$ cat config.mk
export PLATFORM = sky130hd
export DESIGN_NAME = ibex_register_file_mp
export DESIGN_NICKNAME = d
export VERILOG_FILES = /design/src/rtl/ibex_pkg.sv /design/src/rtl/ibex_register_file_clear_ctrl.sv /design/src/rtl/ibex_register_file_mp.sv
export SDC_FILE = /design/constraint.sdc
export NUM_CORES = 2
export LEC_CHECK = 0
export BUFFER_PORTS_ARGS = -buffer_cell sky130_fd_sc_hd__buf_4
export CAP_MARGIN = 0
export CORE_MARGIN = 1
export CORE_UTILIZATION = 40
export DETAILED_ROUTE_END_ITERATION = 10
export GPL_TIMING_DRIVEN = 0
export PLACE_DENSITY = 0.57
export SYNTH_ARGS = -nofsm -noshare
export SYNTH_HDL_FRONTEND = slang
export SYNTH_SLANG_ARGS = --single-unit
$ cat constraint.sdc
create_clock -name clk_i -period 1.9 [get_ports clk_i]
set_input_delay 0.095 -clock clk_i [delete_from_list [all_inputs] [get_ports clk_i]]
set_output_delay 0.095 -clock clk_i [all_outputs]
set_load 0.01 [all_outputs]
$ cat src/rtl/ibex_pkg.sv
// Shared definitions for the multi-port Ibex register file.
//   rf_clr_state_e : states of the sequential clear engine
//   RF_ADDR_W      : architectural register address width (5 bits per port)
//   rf_num_words() : number of physical words for the RV32I / RV32E variants
package ibex_pkg;

    localparam int unsigned RF_ADDR_W = 5;

    typedef enum logic [1:0] {
        CLR_IDLE  = 2'd0,
        CLR_CLEAR = 2'd1,
        CLR_DONE  = 2'd2
    } rf_clr_state_e;

    function automatic int unsigned rf_num_words(bit rv32e);
        return rv32e ? 32'd16 : 32'd32;
    endfunction

endpackage

$ cat src/rtl/ibex_register_file_clear_ctrl.sv
// Sequential wipe engine for the register file.
// Ports:
//   clk_i, rst_ni  : clock, asynchronous active-low reset
//   clear_req_i    : level request, honoured only while idle
//   clear_busy_o   : high for exactly NumWords cycles while words are wiped
//   clear_done_o   : one-cycle pulse after the last word has been wiped
//   clr_en_o       : one-hot per-word clear enable (word selected by the pointer)
module ibex_register_file_clear_ctrl
    import ibex_pkg::*;
#(
    parameter int unsigned NumWords = 32
) (
    input  logic                clk_i,
    input  logic                rst_ni,
    input  logic                clear_req_i,
    output logic                clear_busy_o,
    output logic                clear_done_o,
    output logic [NumWords-1:0] clr_en_o
);

    localparam int unsigned PtrW = $clog2(NumWords);

    rf_clr_state_e   state_q, state_d;
    logic [PtrW-1:0] ptr_q, ptr_d;

    always_ff @(posedge clk_i or negedge rst_ni) begin
        if (!rst_ni) begin
            state_q <= CLR_IDLE;
            ptr_q   <= '0;
        end else begin
            state_q <= state_d;
            ptr_q   <= ptr_d;
        end
    end

    // Requests arriving in CLEAR or DONE are dropped, not queued.
    always_comb begin
        state_d = state_q;
        ptr_d   = ptr_q;
        unique case (state_q)
            CLR_IDLE: begin
                if (clear_req_i) begin
                    state_d = CLR_CLEAR;
                    ptr_d   = '0;
                end
            end
            CLR_CLEAR: begin
                if (ptr_q == PtrW'(NumWords - 1)) begin
                    state_d = CLR_DONE;
                end else begin
                    ptr_d = ptr_q + 1'b1;
                end
            end
            CLR_DONE: state_d = CLR_IDLE;
            default:  state_d = CLR_IDLE;
        endcase
    end

    always_comb begin
        clear_busy_o = (state_q == CLR_CLEAR);
        clear_done_o = (state_q == CLR_DONE);
        clr_en_o     = '0;
        if (state_q == CLR_CLEAR) begin
            clr_en_o[ptr_q] = 1'b1;
        end
    end

endmodule

$ cat src/rtl/ibex_register_file_mp.sv
// Multi-port flip-flop GPR store with write priority, optional bypass,
// sequential clear engine and sticky error output.
// Ports:
//   clk_i, rst_ni              : clock, asynchronous active-low reset
//   dummy_instr_id_i/_wb_i     : dummy-instruction qualifiers for x0 read/write
//   raddr_i / rdata_o          : NumReadPorts combinational read ports (5-bit slices)
//   waddr_i / wdata_i / we_i   : NumWritePorts write ports, highest index wins
//   clear_req_i                : start a full wipe
//   clear_busy_o, clear_done_o : wipe status
//   wr_collision_o             : registered pulse on same-address multi-port write
//   err_o                      : sticky error, cleared only by reset
// Optional build macro IBEX_RF_WREN_CHECK_EN adds a duplicated, buffered
// write-enable decode that is cross-checked every cycle and feeds err_o.
module ibex_register_file_mp
    import ibex_pkg::*;
#(
    parameter int unsigned          NumReadPorts      = 2,
    parameter int unsigned          NumWritePorts     = 1,
    parameter bit                   RV32E             = 1'b0,
    parameter int unsigned          DataWidth         = 32,
    parameter bit                   DummyInstructions = 1'b0,
    parameter bit                   WrBypass          = 1'b0,
    parameter logic [DataWidth-1:0] WordZeroVal       = '0
) (
    input  logic                                clk_i,
    input  logic                                rst_ni,
    input  logic                                dummy_instr_id_i,
    input  logic                                dummy_instr_wb_i,
    input  logic [NumReadPorts*RF_ADDR_W-1:0]   raddr_i,
    output logic [NumReadPorts*DataWidth-1:0]   rdata_o,
    input  logic [NumWritePorts*RF_ADDR_W-1:0]  waddr_i,
    input  logic [NumWritePorts*DataWidth-1:0]  wdata_i,
    input  logic [NumWritePorts-1:0]            we_i,
    input  logic                                clear_req_i,
    output logic                                clear_busy_o,
    output logic                                clear_done_o,
    output logic                                wr_collision_o,
    output logic                                err_o
);

    localparam int unsigned NumWords = rf_num_words(RV32E);
    localparam int unsigned AddrW    = $clog2(NumWords);

    logic [DataWidth-1:0] words_q [NumWords];
    logic [DataWidth-1:0] words_d [NumWords];
    logic                 wr_collision_q, wr_collision_d;
    logic                 err_q, err_d;

    logic [NumWords-1:0]  clr_en;
    logic                 clear_busy;

    // Upper address bit is dropped for RV32E through the AddrW slice width.
    logic [AddrW-1:0]     waddr  [NumWritePorts];
    logic [DataWidth-1:0] wdata  [NumWritePorts];
    logic [NumWritePorts-1:0] wr_ok;
    logic [NumWords-1:0]  we_dec [NumWritePorts];
    logic                 wren_err;

    ibex_register_file_clear_ctrl #(
        .NumWords (NumWords)
    ) u_clear_ctrl (
        .clk_i        (clk_i),
        .rst_ni       (rst_ni),
        .clear_req_i  (clear_req_i),
        .clear_busy_o (clear_busy),
        .clear_done_o (clear_done_o),
        .clr_en_o     (clr_en)
    );

    // A write is effective only outside a wipe, and x0 only for a dummy WB.
    always_comb begin
        for (int k = 0; k < NumWritePorts; k++) begin
            waddr[k]  = waddr_i[RF_ADDR_W*k +: AddrW];
            wdata[k]  = wdata_i[DataWidth*k +: DataWidth];
            wr_ok[k]  = we_i[k] && !clear_busy &&
                        ((waddr[k] != '0) || (DummyInstructions && dummy_instr_wb_i));
            we_dec[k] = '0;
            if (wr_ok[k]) begin
                we_dec[k][waddr[k]] = 1'b1;
            end
        end
    end

`ifdef IBEX_RF_WREN_CHECK_EN
    logic [NumWords-1:0] we_ref [NumWritePorts];
    logic [NumWords-1:0] we_dup [NumWritePorts];
    logic [NumWords-1:0] we_buf [NumWritePorts];

    for (genvar k = 0; k < NumWritePorts; k++) begin : g_we_buf
        prim_buf #(
            .Width (NumWords)
        ) u_we_buf (
            .in_i  (we_dup[k]),
            .out_o (we_buf[k])
        );
    end

    // Both copies decode the raw request; the buffered copy must match the
    // reference, stay one-hot and never assert without its we_i.
    always_comb begin
        wren_err = 1'b0;
        for (int k = 0; k < NumWritePorts; k++) begin
            we_ref[k] = '0;
            we_dup[k] = '0;
            if (we_i[k]) begin
                we_ref[k][waddr[k]] = 1'b1;
                we_dup[k][waddr[k]] = 1'b1;
            end
            if ((we_buf[k] != we_ref[k]) || ($countones(we_buf[k]) > 1) ||
                ((|we_buf[k]) && !we_i[k])) begin
                wren_err = 1'b1;
            end
        end
    end
`else
    assign wren_err = 1'b0;
`endif

    // Later ports overwrite earlier ones; the wipe overrides everything.
    always_comb begin
        words_d = words_q;
        for (int k = 0; k < NumWritePorts; k++) begin
            for (int i = 0; i < NumWords; i++) begin
                if (we_dec[k][i]) begin
                    words_d[i] = wdata[k];
                end
            end
        end
        for (int i = 0; i < NumWords; i++) begin
            if (clr_en[i]) begin
                words_d[i] = WordZeroVal;
            end
        end
    end

    always_comb begin
        wr_collision_d = 1'b0;
        for (int a = 0; a < NumWritePorts; a++) begin
            for (int b = a + 1; b < NumWritePorts; b++) begin
                if (we_i[a] && we_i[b] && (waddr[a] == waddr[b])) begin
                    wr_collision_d = 1'b1;
                end
            end
        end
        err_d = err_q || (clear_busy && (|we_i)) || wren_err;
    end

    always_ff @(posedge clk_i or negedge rst_ni) begin
        if (!rst_ni) begin
            for (int i = 0; i < NumWords; i++) begin
                words_q[i] <= WordZeroVal;
            end
            wr_collision_q <= 1'b0;
            err_q          <= 1'b0;
        end else begin
            words_q        <= words_d;
            wr_collision_q <= wr_collision_d;
            err_q          <= err_d;
        end
    end

    logic [AddrW-1:0]     raddr [NumReadPorts];
    logic [DataWidth-1:0] rdata [NumReadPorts];

    // wr_ok already excludes wipe cycles and non-dummy x0 writes, so the
    // bypass needs only the read-side x0 rule on top of it.
    always_comb begin
        rdata_o = '0;
        for (int p = 0; p < NumReadPorts; p++) begin
            raddr[p] = raddr_i[RF_ADDR_W*p +: AddrW];
            rdata[p] = words_q[raddr[p]];
            if ((raddr[p] == '0) && !(DummyInstructions && dummy_instr_id_i)) begin
                rdata[p] = WordZeroVal;
            end else if (WrBypass) begin
                for (int k = 0; k < NumWritePorts; k++) begin
                    if (wr_ok[k] && (waddr[k] == raddr[p])) begin
                        rdata[p] = wdata[k];
                    end
                end
            end
            rdata_o[DataWidth*p +: DataWidth] = rdata[p];
        end
    end

    assign clear_busy_o   = clear_busy;
    assign wr_collision_o = wr_collision_q;
    assign err_o          = err_q;

endmodule
==> metrics.md <==
| Metric | Value |
|---|---|
| Post-layout worst setup margin | `-819 ps` |
| First-pass iteration count of the detailed router | `6` |
| Cell type contributing the most total cell area after synthesis | `sky130_fd_sc_hd__dfrtp_1` |
| Buffers from clock root to sink, at most | `3` |
| Data required time at the worst endpoint | `1800 ps` |
| Multi-input gate area | `28,400 µm²` |
| Chain of cells forming the critical path | `mux4_2, a22oi_2, a311oi_2, buf_4` |
| Area of the core | `132,000 µm²` |
| Overall die width | `368 µm` |
| Area Growth Syn to Fin | `24.7%` |
| Relative max-transition margin | `20.8%` |
| Port Buffer Count | `105` |
| Weighted congestion at the end of routability-driven global placement | `0.976` |
| Ratio of final minimum period to clock period | `143%` |
| Total Routed Length | `251,000 µm` |
| Worst skew pair latency | `810 ps` |
| Post-Synthesis Mean Instance Area | `14.0 µm²` |
| EDFF count, synth | `0` |
| Critical path type | `register to output pin` |
| Critical path's largest stage delay | `490 ps` |
| Number of sinks handled by clock tree synthesis | `1,032` |
| Pin count of the biggest net entering global routing | `144` |
| Root Driver | `sky130_fd_sc_hd__clkbuf_16` |
| Max_cap viols | `0` |
| Starting density of the core | `40.5%` |
| Ports placed on the boundary | `121` |
| DP HPWL | `167,000 µm` |
| Run status | `complete, but fails checks` |
| Clock-pin slew on the worst setup and hold paths | `70 ps` |
| Fmax achieved | `0.368 GHz` |
| Sw frac | `31.8%` |
| Instance area after placement | `56,800 µm²` |
| Deepest level of the CTS H-tree | `3` |
| Routed wire per std cell | `41.1 µm` |
| Routed vias | `44,700` |
| Total number of placement rows | `133` |
| Number of nets still failing antenna checks after routing | `0` |
| Critical Path Slowest Stage Cell | `sky130_fd_sc_hd__mux4_2` |
| Final Core Density | `50.5%` |
| Remaining global-route overflow | `0` |
| Final TNS setup | `-413,200 ps` |
| Maximum vdd ir drop | `0.769 mV` |
| Final Setup Violations | `1,071` |
| Fraction of the yosys area taken by sequential cells | `48.3%` |
| Max Fanout on Critical Path | `3` |
| Combined global-route utilization of all metal layers | `36.5%` |
| Y dimension of the die | `368 µm` |
| Slew at the pin closest to its max-slew limit | `1190 ps` |
| Cell internal power dissipation | `45.7 mW` |
| CP arrival | `2620 ps` |
| Layout cells sized above 1 | `40.6%` |
| Mean number of vias per cell | `7.33` |
| Fraction of synthesized cell area taken by the top area cell type | `48.3%` |
| Instance count on the critical path | `4` |
| First DRT Iteration DRCs | `7,104` |
| Worst hold-check path type | `input pin to asynchronous set/reset pin` |
| Power per Cell Area | `1000 nW/µm²` |
| Global-route wire length before repair | `348,000 µm` |
| Post-Synthesis Cells | `3,817` |
| Vias in the first global route | `43,400` |
| Combinational fraction of design power | `23.5%` |
| Synth async-reset ratio | `100%` |
| Share of power burned in registers | `39.5%` |
| Depth of the worst register-to-register path | `8` |
| Storage cell area | `25,800 µm²` |
| RSZ-0062 raised after global routing | `true` |
| Kind of start point of the critical path | `register` |
| Synth Flop Type | `sky130_fd_sc_hd__dfrtp_1` |
| Post-route cell area | `66,700 µm²` |
| Full die area | `135,000 µm²` |
| Top cells by area in the synthesized netlist | `sky130_fd_sc_hd__dfrtp_1 (48%), sky130_fd_sc_hd__mux4_2 (19%), sky130_fd_sc_hd__a22o_1 (16%)` |
| DRC violation count after routing | `0` |
| Worst path buffer plus inverter count | `1` |
| Post-synth cell types | `46` |
| Filler cell count | `11,300` |
| Family with the most delay on the worst path | `compound AO/OA/AOI/OAI gates` |
| Clk pwr share | `37.0%` |
| Number of max-slew violations in the final report | `0` |
| Initial antenna violation count | `16` |
| Sort of element at the end of the critical path | `output pin` |
| Nets@finish | `4,292` |
| Setup WS pre-CTS | `-2770 ps` |
| Cts bufs inserted | `115` |
| Static leakage power | `29.1 nW` |
| Worst-case hold slack | `-751 ps` |
| Failing checks | `negative hold slack, negative setup slack` |
| Clock skew | `46.7 ps` |
| Number of nets in the synthesized netlist | `3,875` |
| Hold Fails Final Rpt | `340` |
| Min Tclk post-route | `2720 ps` |
| Synthesized cell area | `53,500 µm²` |
| Number of warnings reported in the yosys synthesis log | `0` |
| Net switching power | `21.3 mW` |
| CTS tree | `built` |
| Synth Register Bits | `1,032` |
==> per-stage QoR <==
| stage | instances | power, mW |
|---|---|---|
| after global routing | 6096 | 68.2 |
| after CTS | 6035 | 65.3 |
| final | 6105 | 67.0 |
| after floorplan | 3817 | 33.5 |
| after detailed placement | 5691 | 39.0 |
| after global placement | 5677 | 38.7 |
==> synth_stat cells, types with 2 or more instances <==
library cell,number
sky130_fd_sc_hd__a211oi_1,64
sky130_fd_sc_hd__nor2b_1,73
sky130_fd_sc_hd__buf_1,14
sky130_fd_sc_hd__or4_1,2
sky130_fd_sc_hd__a22o_1,994
sky130_fd_sc_hd__inv_1,5
sky130_fd_sc_hd__nor2_1,16
sky130_fd_sc_hd__buf_2,205
sky130_fd_sc_hd__clkbuf_1,285
sky130_fd_sc_hd__buf_4,2
sky130_fd_sc_hd__a311oi_1,64
sky130_fd_sc_hd__a221oi_1,47
sky130_fd_sc_hd__and3_1,4
sky130_fd_sc_hd__nor4b_4,24
sky130_fd_sc_hd__ha_1,5
sky130_fd_sc_hd__mux4_2,448
sky130_fd_sc_hd__a21oi_2,2
sky130_fd_sc_hd__a21o_1,3
sky130_fd_sc_hd__dfrtp_1,1032
sky130_fd_sc_hd__o21ai_0,111
sky130_fd_sc_hd__a22oi_1,70
sky130_fd_sc_hd__nand4b_1,2
sky130_fd_sc_hd__nor3b_1,5
sky130_fd_sc_hd__or3b_1,2
sky130_fd_sc_hd__mux2i_1,128
sky130_fd_sc_hd__nand3b_1,4
sky130_fd_sc_hd__nand2_1,40
sky130_fd_sc_hd__a21oi_1,22
sky130_fd_sc_hd__o2111ai_1,17
sky130_fd_sc_hd__buf_6,2
sky130_fd_sc_hd__and2_1,37
sky130_fd_sc_hd__or2_2,3
sky130_fd_sc_hd__nor3_1,2
sky130_fd_sc_hd__mux2_2,65
sky130_fd_sc_hd__nand2b_1,7
==> worst register-to-register path, cell delays in order, from the launching register on <==
cell and delay [ps]:
sky130_fd_sc_hd__dfrtp_2 430, sky130_fd_sc_hd__nand2b_4 80, sky130_fd_sc_hd__buf_6 130, sky130_fd_sc_hd__inv_6 50, sky130_fd_sc_hd__buf_12 140, sky130_fd_sc_hd__nor4b_4 670, sky130_fd_sc_hd__a21oi_1 400, sky130_fd_sc_hd__buf_2 360
sky130_fd_sc_hd__a22o_1 210
==> kinds of logic (layout without fill, tap and decap cells) <==
group | count (synthesis) | after routing | share of synthesized area, %
mux | 641 | 641 | 22.6
buf+inv | 515 | 1031 | 4.14
flops | 1032 | 1032 | 48.3
simple gates | 225 | 225 | 3.20
other cells | 1 | 18 | 0.00701
compound gates | 1398 | 1398 | 21.6
fa+ha+maj | 5 | 5 | 0.117
==> routing by layer <==
metal	GRT usage [%]	up-vias	part of all wire, %
li1	-	16500	-
met1	47.4	23500	37
met2	49.6	3891	42
met3	14.9	853	14
met4	24.4	12	7.3
met5	1.50	-	0.18
==> flip-flops by register name (all words and copies together) (netlist names) <==
name and cells:
err_o 1, u_clear_ctrl.state_q 2, u_clear_ctrl.ptr_q 5, words_q 1024
==> power by group through the flow <==
stage	Combinational [mW]	Clock, mW	Sequential (mW)
final	15.7	24.8	26.4
after global routing	16.1	25.6	26.6
after CTS	14.3	24.7	26.3
after detailed placement	12.4	0	26.6
after global placement	12.2	0	26.5
after floorplan	7.56	0	25.9
==> path summary, 6_finish.rpt <==
| check | slack (ps) | end | from |
|---|---|---|---|
| max | -820 | rdata_o[18] | words_q[50] |
| min reg2reg | 460 | err_o | err_o |
| min | -750 | err_o | rst_ni |
| min in group clk_i | 50 | words_q[96] | we_i |
| max reg2reg | -670 | words_q[485] | u_clear_ctrl.state_q[0] |
| max in group asynchronous | 410 | words_q[864] | rst_ni |
==> area by class of cell <==
| class | instances | share of cell area [%] |
|---|---|---|
| Tap cell | 1755 | 3.29 |
| Multi-Input combinational cell | 2270 | 42.6 |
| Antenna cell | 17 | 0.0638 |
| Clock inverter | 53 | 1.13 |
| Buffer | 501 | 4.58 |
| Timing Repair Buffer | 308 | 4.57 |
| Clock buffer | 163 | 5.03 |
| Sequential cell | 1032 | 38.7 |
| Inverter | 6 | 0.0413 |
==> cell usage in the layout (no fill, tap or decap), drive strengths merged, types with 65 or more instances in the layout <==
cell type | Yosys | layout
a22oi | 70 | 70
dfrtp | 1032 | 1032
clkbuf | 286 | 445
a22o | 994 | 994
mux4 | 448 | 448
buf | 223 | 487
o21ai | 112 | 112
mux2i | 128 | 128
nor2b | 73 | 73
mux2 | 65 | 65
==> timing repair <==
item	CTS	global route
setup buffers	94	53
cloned	6	4
pin swaps	120	81
endpoints found under the hold margin	436	278
resized for setup	855	256
hold buffers	34	1
endpoints found under the setup margin	1230	1233
Power figures use the tool's default switching activity.
